**config.mk**
```make
export PLATFORM = sky130hd
export DESIGN_NAME = inst_ram_loader
export DESIGN_NICKNAME = d
export VERILOG_FILES = /design/src/rtl/inst_ram_pkg.sv /design/src/rtl/inst_ram_loader_byte_packer.sv /design/src/rtl/inst_ram_loader.sv
export SDC_FILE = /design/constraint.sdc
export NUM_CORES = 1
export LEC_CHECK = 0
export BUFFER_PORTS_ARGS = -buffer_cell sky130_fd_sc_hd__clkbuf_2
export CAP_MARGIN = 20
export CORE_ASPECT_RATIO = 0.8
export CORE_MARGIN = 4
export CORE_UTILIZATION = 55
export CTS_CLUSTER_DIAMETER = 200
export DETAILED_ROUTE_END_ITERATION = 12
export GPL_TIMING_DRIVEN = 1
export PLACE_DENSITY = 0.8
export SYNTH_ARGS = -nofsm -noshare
export SYNTH_HDL_FRONTEND = slang
export SYNTH_SLANG_ARGS = --single-unit
```
**constraint.sdc**
```tcl
create_clock -name clk -period 2.7 [get_ports clk]
set_clock_uncertainty 0.05 [all_clocks]
set_input_delay 0 -clock clk [delete_from_list [all_inputs] [get_ports clk]]
set_output_delay 0 -clock clk [all_outputs]
set_load 0.02 [all_outputs]
```
**src/rtl/inst_ram_pkg.sv**
```systemverilog
// Shared constants and FSM state encoding for the instruction RAM loader.
// Optional feature macro: INST_LOADER_CSUM_EN adds the ST_CSUM state.
package inst_ram_pkg;

  localparam int INST_RAM_DEPTH  = 512;
  localparam int INST_RAM_ADDR_W = 9;
  localparam int INST_RAM_DATA_W = 32;
  localparam int INST_RAM_LEN_W  = 10;

  typedef enum logic [2:0] {
    ST_IDLE  = 3'd0,
    ST_RECV  = 3'd1,
    ST_WRITE = 3'd2,
    ST_DONE  = 3'd3
`ifdef INST_LOADER_CSUM_EN
    , ST_CSUM = 3'd4
`endif
  } loader_state_e;

  // Image length is legal when it is nonzero and fits in the RAM.
  function automatic logic len_legal(input logic [INST_RAM_LEN_W-1:0] len, input int depth);
    return (len != '0) && (int'(len) <= depth);
  endfunction

endpackage

```
**src/rtl/inst_ram_loader_byte_packer.sv**
```systemverilog
// Little-endian byte-to-word packer.
// Ports:
//   clk, rst_n          clock, async active-low reset
//   clr_i               restart at lane 0
//   in_valid_i          a byte is accepted this cycle
//   in_data_i [7:0]     byte payload
//   word_o [31:0]       assembled word (valid together with word_valid_o)
//   word_valid_o        the accepted byte completes a word
// Only lanes 0..2 are stored; lane 3 is the byte arriving right now, so the
// completed word is available in the same cycle as the fourth handshake.
module inst_ram_loader_byte_packer
  import inst_ram_pkg::*;
(
  input  logic                       clk,
  input  logic                       rst_n,
  input  logic                       clr_i,
  input  logic                       in_valid_i,
  input  logic [7:0]                 in_data_i,
  output logic [INST_RAM_DATA_W-1:0] word_o,
  output logic                       word_valid_o
);

  logic [1:0]  lane_q, lane_d;
  logic [23:0] buf_q, buf_d;

  always_comb begin
    lane_d = lane_q;
    buf_d  = buf_q;
    if (clr_i) begin
      lane_d = '0;
    end else if (in_valid_i) begin
      lane_d = lane_q + 2'd1;
      case (lane_q)
        2'd0:    buf_d[7:0]   = in_data_i;
        2'd1:    buf_d[15:8]  = in_data_i;
        2'd2:    buf_d[23:16] = in_data_i;
        default: ;
      endcase
    end
  end

  always_ff @(posedge clk or negedge rst_n) begin
    if (!rst_n) begin
      lane_q <= '0;
      buf_q  <= '0;
    end else begin
      lane_q <= lane_d;
      buf_q  <= buf_d;
    end
  end

  assign word_o       = {in_data_i, buf_q};
  assign word_valid_o = in_valid_i && (lane_q == 2'd3);

endmodule

```
**src/rtl/inst_ram_loader.sv**
```systemverilog
// Instruction RAM loader: receives a byte stream, packs little-endian words
// and writes them through SRAM port 0 from address 0 upward, holding the
// core in reset until the image is complete.
// Optional feature macro: INST_LOADER_CSUM_EN (trailing 4-byte wrapping-sum
// checksum; mismatch leaves the core in reset and raises err).
// Ports:
//   clk, rst_n                 clock, async active-low reset
//   start, len_words[9:0]      load request and image length in words
//   byte_valid, byte_data[7:0] byte source; byte_ready is the handshake back
//   sram_csb0/web0/wmask0/addr0/din0   SRAM write port 0 (registered)
//   busy, done, err            status; err is sticky until the next good start
//   core_rst_n                 core reset, released only on a good load
//
// state    | meaning
// ST_IDLE  | waiting for first start
// ST_RECV  | collecting 4 bytes of the current word
// ST_WRITE | one-cycle SRAM write strobe
// ST_CSUM  | collecting the 4 checksum bytes (optional)
// ST_DONE  | image loaded (or checksum failed), waiting for restart
module inst_ram_loader
  import inst_ram_pkg::*;
#(
  parameter int ADDR_W = INST_RAM_ADDR_W,
  parameter int DEPTH  = INST_RAM_DEPTH
) (
  input  logic                      clk,
  input  logic                      rst_n,
  input  logic                      start,
  input  logic [INST_RAM_LEN_W-1:0] len_words,
  input  logic                      byte_valid,
  input  logic [7:0]                byte_data,
  output logic                      byte_ready,
  output logic                      sram_csb0,
  output logic                      sram_web0,
  output logic [3:0]                sram_wmask0,
  output logic [ADDR_W-1:0]         sram_addr0,
  output logic [31:0]               sram_din0,
  output logic                      busy,
  output logic                      done,
  output logic                      err,
  output logic                      core_rst_n
);

  loader_state_e state_q, state_d;

  logic [INST_RAM_LEN_W-1:0] len_q, len_d;
  logic [ADDR_W-1:0]         word_cnt_q, word_cnt_d;
  logic                      ready_q, ready_d;
  logic                      csb_q, csb_d;
  logic                      web_q, web_d;
  logic [3:0]                wmask_q, wmask_d;
  logic [ADDR_W-1:0]         addr_q, addr_d;
  logic [31:0]               din_q, din_d;
  logic                      busy_q, busy_d;
  logic                      done_q, done_d;
  logic                      err_q, err_d;
  logic                      core_rst_n_q, core_rst_n_d;
`ifdef INST_LOADER_CSUM_EN
  logic [31:0]               sum_q, sum_d;
`endif

  logic        xfer;
  logic        start_ok;
  logic        last_word;
  logic [31:0] word;
  logic        word_valid;

  assign xfer      = byte_valid && ready_q;
  assign last_word = (INST_RAM_LEN_W'(word_cnt_q) == (len_q - INST_RAM_LEN_W'(1)));

  inst_ram_loader_byte_packer u_packer (
    .clk          (clk),
    .rst_n        (rst_n),
    .clr_i        (start_ok),
    .in_valid_i   (xfer),
    .in_data_i    (byte_data),
    .word_o       (word),
    .word_valid_o (word_valid)
  );

  always_comb begin
    state_d      = state_q;
    len_d        = len_q;
    word_cnt_d   = word_cnt_q;
    ready_d      = ready_q;
    csb_d        = 1'b1;
    web_d        = 1'b1;
    wmask_d      = 4'h0;
    addr_d       = addr_q;
    din_d        = din_q;
    busy_d       = busy_q;
    done_d       = done_q;
    err_d        = err_q;
    core_rst_n_d = core_rst_n_q;
`ifdef INST_LOADER_CSUM_EN
    sum_d        = sum_q;
`endif
    start_ok     = 1'b0;

    case (state_q)
      ST_IDLE, ST_DONE: begin
        if (start) begin
          if (len_legal(len_words, DEPTH)) begin
            start_ok     = 1'b1;
            len_d        = len_words;
            word_cnt_d   = '0;
            err_d        = 1'b0;
            done_d       = 1'b0;
            core_rst_n_d = 1'b0;
            busy_d       = 1'b1;
            ready_d      = 1'b1;
`ifdef INST_LOADER_CSUM_EN
            sum_d        = '0;
`endif
            state_d      = ST_RECV;
          end else begin
            err_d = 1'b1;
          end
        end
      end
      ST_RECV: begin
        if (word_valid) begin
          ready_d = 1'b0;
          csb_d   = 1'b0;
          web_d   = 1'b0;
          wmask_d = 4'hF;
          addr_d  = word_cnt_q;
          din_d   = word;
`ifdef INST_LOADER_CSUM_EN
          sum_d   = sum_q + word;
`endif
          state_d = ST_WRITE;
        end
      end
      ST_WRITE: begin
        word_cnt_d = word_cnt_q + ADDR_W'(1);
        if (last_word) begin
`ifdef INST_LOADER_CSUM_EN
          ready_d      = 1'b1;
          state_d      = ST_CSUM;
`else
          busy_d       = 1'b0;
          done_d       = 1'b1;
          core_rst_n_d = 1'b1;
          state_d      = ST_DONE;
`endif
        end else begin
          ready_d = 1'b1;
          state_d = ST_RECV;
        end
      end
`ifdef INST_LOADER_CSUM_EN
      ST_CSUM: begin
        if (word_valid) begin
          ready_d = 1'b0;
          busy_d  = 1'b0;
          state_d = ST_DONE;
          if (word == sum_q) begin
            done_d       = 1'b1;
            core_rst_n_d = 1'b1;
          end else begin
            err_d = 1'b1;
          end
        end
      end
`endif
      default: state_d = ST_IDLE;
    endcase
  end

  always_ff @(posedge clk or negedge rst_n) begin
    if (!rst_n) begin
      state_q      <= ST_IDLE;
      len_q        <= '0;
      word_cnt_q   <= '0;
      ready_q      <= 1'b0;
      csb_q        <= 1'b1;
      web_q        <= 1'b1;
      wmask_q      <= 4'h0;
      addr_q       <= '0;
      din_q        <= '0;
      busy_q       <= 1'b0;
      done_q       <= 1'b0;
      err_q        <= 1'b0;
      core_rst_n_q <= 1'b0;
`ifdef INST_LOADER_CSUM_EN
      sum_q        <= '0;
`endif
    end else begin
      state_q      <= state_d;
      len_q        <= len_d;
      word_cnt_q   <= word_cnt_d;
      ready_q      <= ready_d;
      csb_q        <= csb_d;
      web_q        <= web_d;
      wmask_q      <= wmask_d;
      addr_q       <= addr_d;
      din_q        <= din_d;
      busy_q       <= busy_d;
      done_q       <= done_d;
      err_q        <= err_d;
      core_rst_n_q <= core_rst_n_d;
`ifdef INST_LOADER_CSUM_EN
      sum_q        <= sum_d;
`endif
    end
  end

  assign byte_ready  = ready_q;
  assign sram_csb0   = csb_q;
  assign sram_web0   = web_q;
  assign sram_wmask0 = wmask_q;
  assign sram_addr0  = addr_q;
  assign sram_din0   = din_q;
  assign busy        = busy_q;
  assign done        = done_q;
  assign err         = err_q;
  assign core_rst_n  = core_rst_n_q;

endmodule

```
==> flow_summary.yaml, run 1 <==
outcome:
  outcome: "finished, final reports clean"
placement:
  numPortBuffers: 73
  hpwlAfterDp_um: 5730
  gp_congestion: 0.922
critical_path:
  path_max_fanout: 5
  cp-start-kind: "register"
  arrival_ns: 2.73
  worst_r2r_endpoint: "byte_ready$_DFFE_PN0P_"
  startpoint: "len_q[0]$_DFFE_PN0P_"
  rr_worst_depth: 6
  rrSetupSlack_ns: 0.18
  crit-reg2reg-launch: "len_q[0]$_DFFE_PN0P_"
  crit_type: "register to register"
  end_kind: "register"
  cp.required_ns: 2.91
final_layout:
  fillers: 530
  fin_nets: 456
  antenna_cells: 0
  syn_to_final_growth_pct: 20.8
  drive_above_1_share_pct: 39.1
floorplan:
  die_h_um: 85.8
  design.core.area_um2: 7390
  die_area_um2: 9020
  initial_core_util_pct: 56.2
  design.portCount: 74
  die_w_um: 105
  std_cell_rows: 28
synth:
  yosysSeqAreaShare_pct: 56.6
  yosysTopAreaCell: "dfrtp_1"
  syn_nets: 363
  ys_types: 48
  synth_common_cells: "93 x dfrtp_1, 65 x mux2_2, 33 x nand2_1"
  synth-seq-cells: 94
  netlist_instances: 332
  synthTopCellsByArea: "dfrtp_1 56%, mux2_2 18%, nand2_1 3.0%, ha_1 2.7%, xnor2_1 1.5%"
  synth_edf_count: 0
  netlist_area_um2: 4160
  synth.top_cell.area_share_pct: 56.0
  synth-async-reset-ratio_pct: 100
  synthFlopType: "dfrtp_1"
  yosysWarnings: 0
  syn_area_per_cell_um2: 12.5
  synth_most_common_cell: "dfrtp_1"
sta:
  max-slew-margin-rel_pct: 50.3
  fmax_mhz: 396
  period_needed_ns: 2.52
  finalSetupViolCount: 0
  slew_viol_final: 0
  tns_ns: 0
  whs_ns: 0.123
  rsz0062_at_grt: "false"
  worst_pin_slew_ns: 0.746
  post-route-period-util_pct: 93.5
  hold_violations: 0
clocking:
  clk_pin_slew_ns: 0.10
  cts_tree: "yes"
  cts_htree_levels: 3
  clockBufferDepth: 2
  cts.sinks: 94
  numCtsBuffers: 9
  cts-root-buf: "clkbuf_8"
  clock_latency_ns: 0.37
  post_cts_buffers: 0
detailed_routing:
  firstDrtPassIters: 4
  totalWireLength_um: 8410
  ant_nets: 0
  viasPerCell: 5.42
  vias: 2898
  dr.first_iter.drc_count: 204
  wire_per_inst_um: 15.7
  drc: 0
global_route:
  grt-busiest-layer: "met2"
  antenna_found_initial: 0
  grt_use_met3_pct: 5.72
  grt_pass1_wl_um: 14300
  first_global_vias: 2905
  grt_max_degree: 63
  grtUsageMet1_pct: 27.4
  grt_usage_pct: 20.0
  overflow: 0
  use_met2_pct: 31.0
worst_hold_path:
  hold-path-cell-count: 4
  min_path_type: "input pin to register"
  hold_end: "u_packer.lane_q[0]$_DFFE_PN0P_"
  hp-start: "byte_valid"
power:
  leakagePower_nw: 2.49
  ir_worst_vdd_uv: 542
  p_per_area_nw_per_um2: 1030
flow_run:
  cap_violations: 0
how the worst max path moves through the flow:
stage                        endpoint  slack, ns  cells past startpoint
6_report       byte_ready$_DFFE_PN0P_       0.18                      6
5_1_grt        byte_ready$_DFFE_PN0P_       0.09                      8
4_1_cts        byte_ready$_DFFE_PN0P_       0.11                      8
3_5_place_dp   byte_ready$_DFFE_PN0P_       0.17                      8
3_3_place_gp   byte_ready$_DFFE_PN0P_       0.31                      8
2_1_floorplan  byte_ready$_DFFE_PN0P_       0.38                      6
stage by stage:
stage          utilization [%]  power, mW  setup slack, ns  cells  area (um^2)
2_1_floorplan                -       3.65            0.379    332         4160
3_3_place_gp              62.5       4.16            0.307    499         4620
3_5_place_dp              62.5       4.27            0.174    499         4620
4_1_cts                   67.9       5.19            0.109    535         5020
5_1_grt                   67.9       5.50           0.0884    535         5020
6_report                  67.9       5.17            0.175    535         5020
state kept, by name, indices dropped and copies added, names as in the netlist, 2 cells and up:
| signal | cells |
|---|---|
| len_q | 10 |
| u_packer.lane_q | 2 |
| sram_addr0 | 9 |
| sram_din0 | 32 |
| word_cnt_q | 9 |
| u_packer.buf_q | 24 |
| state_q | 2 |
critical path, stage by stage, from the launching register on:
cell      delay [ns]
dfrtp_1         0.46
or4_4           0.57
or3_1           0.33
a211o_1         0.32
nor3_2          0.24
a21boi_1        0.14
mux2_4          0.31
layout by cell type, fill, tap and decap left out, types with 3 or more instances in the layout:
master,Yosys,final
dfrtp_1,93,93
clkbuf_2,0,72
mux2_2,65,65
nand2_1,33,33
dlygate4sd3_1,0,20
inv_1,11,11
o21ai_0,11,11
nor2_1,9,9
ha_1,9,9
clkbuf_8,0,9
xnor2_1,7,7
buf_4,5,7
nand3_1,7,6
a21oi_1,5,5
or3_1,5,5
a22o_1,5,5
nor3_1,4,4
mux2i_1,4,4
nor4_1,3,3
nand4_1,3,3
and3_1,3,3
a31oi_1,3,3
nand2b_1,3,3
power by group:
part / switching (mW) / internal [mW] / total, mW
sequential: 0.370 / 1.92 / 2.29
clock: 0.532 / 0.355 / 0.887
combinational: 1.08 / 0.918 / 1.99
total: 1.98 / 3.19 / 5.17
routing by layer:
metal,share of wire (%),vias up
li1,-,1358
met1,45,1432
met2,48,94
met3,6.0,14
met4,1.4,0
met5,0,-
what timing repair did:
item	CTS	global route
hold buffers	20	0
resized for setup	0	1
endpoints found under the setup margin	0	1
endpoints found under the hold margin	102	0
area by class of cell:
type,count,area [um^2],share of cell area [%]
clock inverter,7,68.8,1.37
tap,105,131,2.62
inverter,11,41.3,0.822
timing repair buffer,99,613,12.2
sequential,94,2350,46.9
multi-input combinational,210,1690,33.6
clock buffer,9,124,2.47
kinds of logic after synthesis:
logic type | synth area share [%]
AO/OA/AOI/OAI | 6.35
adder cells (fa/ha/maj) | 2.71
XOR/XNOR | 2.44
buffers and inverters | 3.01
AND/OR/NAND/NOR | 9.69
multiplexers | 19.2
flip-flops | 56.6
No activity file was read; power rests on OpenSTA's default activity.
==> inputs of run 2 (changes only) <==
--- a/config.mk
+++ b/config.mk
@@ -14,6 +14,7 @@
 export DETAILED_ROUTE_END_ITERATION = 12
 export GPL_TIMING_DRIVEN = 1
 export PLACE_DENSITY = 0.8
+export RECOVER_POWER = 25
 export SYNTH_ARGS = -nofsm -noshare
 export SYNTH_HDL_FRONTEND = slang
 export SYNTH_SLANG_ARGS = --single-unit
==> run 2 against run 1 <==
Net effect:
- hold slack unchanged
- combinational power barely moved
- critical path type unchanged
- clock power about the same
- clock-buffer cell count unchanged
- largest cell class unchanged
- final area barely moved
- highest routed layer unchanged
==> flow_summary.yaml, run 2 (synthesis results as in run 1) <==
critical_path:
  cp_slowest_cell: "or4_4"
  slowest_delay_ns: 0.57
  cp-start-kind: "register"
  path_max_fanout: 5
  arrival_ns: 2.73
  crit_type: "register to register"
  cp.required_ns: 2.91
  rrSetupSlack_ns: 0.18
  end_kind: "register"
  worstPathCellList: "or4_4 > or3_1 > a211o_1 > nor3_2 > a21boi_1 > mux2_4"
placement:
  dpl_cell_area_um2: 4620
  numPortBuffers: 73
  gp_congestion: 0.922
  placedCellCount: 499
  hpwlAfterDp_um: 5730
global_route:
  antenna_found_initial: 0
  first_global_vias: 2905
  grt_pass1_wl_um: 14300
  grt_usage_pct: 20.0
  grt_max_degree: 63
  overflow: 0
power:
  p_per_area_nw_per_um2: 1030
  ir_worst_vdd_uv: 542
  p_comb_share_pct: 38.6
  leakagePower_nw: 2.49
  intPower_mw: 3.19
  switchingPower_mw: 1.98
  p_clk_share_pct: 17.2
  p_sw_share_pct: 38.3
  p_seq_share_pct: 44.3
  power.total_mw: 5.17
final_layout:
  fin_area_um2: 5020
  fin_nets: 456
  layout_common_cells: "93 x dfrtp_1, 73 x clkbuf_2, 65 x mux2_2"
  fin_cells: 535
  seq_area_um2: 2350
  drive_above_1_share_pct: 39.1
  layout_commonest_cell: "dfrtp_1"
  multi_input_area_um2: 1690
  syn_to_final_growth_pct: 20.7
  largest_reg_flops: 32
  fillers: 530
  antenna_cells: 0
sta:
  hold_violations: 0
  whs_ns: 0.123
  worst_pin_slew_ns: 1.45
  period_needed_ns: 2.52
  max-slew-margin-rel_pct: 3.07
  fmax_mhz: 396
  tns_ns: 0
  rsz0062_at_grt: "false"
  slew_viol_final: 0
  finalSetupViolCount: 0
  post-route-period-util_pct: 93.5
detailed_routing:
  drc: 0
  dr.first_iter.drc_count: 204
  viasPerCell: 5.42
  wire_per_inst_um: 15.7
  ant_nets: 0
  totalWireLength_um: 8400
  firstDrtPassIters: 4
  vias: 2899
clocking:
  clock_latency_ns: 0.37
  clk_pin_slew_ns: 0.10
  cts-root-buf: "clkbuf_8"
  clockBufferDepth: 2
  cts_tree: "yes"
  numCtsBuffers: 9
  cts_htree_levels: 3
  cts.sinks: 94
  post_cts_buffers: 0
floorplan:
  design.portCount: 74
  initial_core_util_pct: 56.2
  die_w_um: 105
  die_area_um2: 9020
  design.core.area_um2: 7390
  die_h_um: 85.8
  std_cell_rows: 28
flow_run:
  cap_violations: 0
outcome:
  outcome: "finished, final reports clean"
worst_hold_path:
  min_path_type: "input pin to register"
==> run 2: cell types whose count changed in the layout (fill, tap and decap cells not counted), sizes merged <==
cell    delta
buf        -1
clkbuf     +1
==> run 2: worst paths after layout <==
| path | start | end | cells past startpoint |
|---|---|---|---|
| worst max-delay path | len_q[0]$_DFFE_PN0P_ | byte_ready$_DFFE_PN0P_ | 6 |
| worst min-delay path | byte_valid | u_packer.lane_q[0]$_DFFE_PN0P_ | 4 |
| worst max register to register | len_q[0]$_DFFE_PN0P_ | byte_ready$_DFFE_PN0P_ | 6 |
| worst min register to register | u_packer.buf_q[5]$_DFFE_PN0P_ | sram_din0[5]$_DFFE_PN0P_ | 1 |
| max in group asynchronous | rst_n | len_q[0]$_DFFE_PN0P_ | 3 |
| min in group asynchronous | rst_n | sram_din0[22]$_DFFE_PN0P_ | 2 |
==> run 2: timing repair <==
item / in CTS / in global routing
hold buffers: 20 / 0
setup endpoints to repair: 0 / 1
gates resized for setup: 0 / 1
hold endpoints to repair: 102 / 0
==> run 2: layer usage <==
metal | wire length [um] | part of all wire [%] | vias to the layer above | GRT usage [%]
met1 | 3780 | 45 | 1432 | 27.4
met5 | 0 | 0 | - | 0
met3 | 507 | 6.0 | 14 | 5.72
met2 | 4000 | 48 | 94 | 31.0
li1 | - | - | 1359 | -
met4 | 119 | 1.4 | 0 | 6.44
==> run 2: power groups by stage <==
stage | registers, mW | clock network, mW | logic [mW]
floorplan | 2.47 | 0 | 1.18
global placement | 2.27 | 0 | 1.88
detailed placement | 2.31 | 0 | 1.96
CTS | 2.28 | 0.919 | 1.99
global route | 2.35 | 0.969 | 2.18
finish | 2.29 | 0.887 | 1.99
==> run 2: per-stage QoR <==
step	setup WS, ns	utilization, %
after floorplan	0.379	-
final	0.175	67.9
after global routing	0.0884	67.9
after CTS	0.109	67.9
after global placement	0.307	62.5
after detailed placement	0.174	62.5
==> run 2: cell type report <==
type	instances	area share [%]
well taps	105	2.62
repair buffers	99	12.2
flip-flops and latches	94	46.9
inverters	11	0.823
clock buffers	9	2.47
clock inverters	7	1.37
multi-input cells	210	33.7
==> run 2: critical path: cells and delay by family (launching register included) <==
family           cells  cell delay, ns
multiplexers         1            0.31
AO/OA/AOI/OAI        2            0.46
AND/OR/NAND/NOR      3            1.14
flip-flops           1            0.46
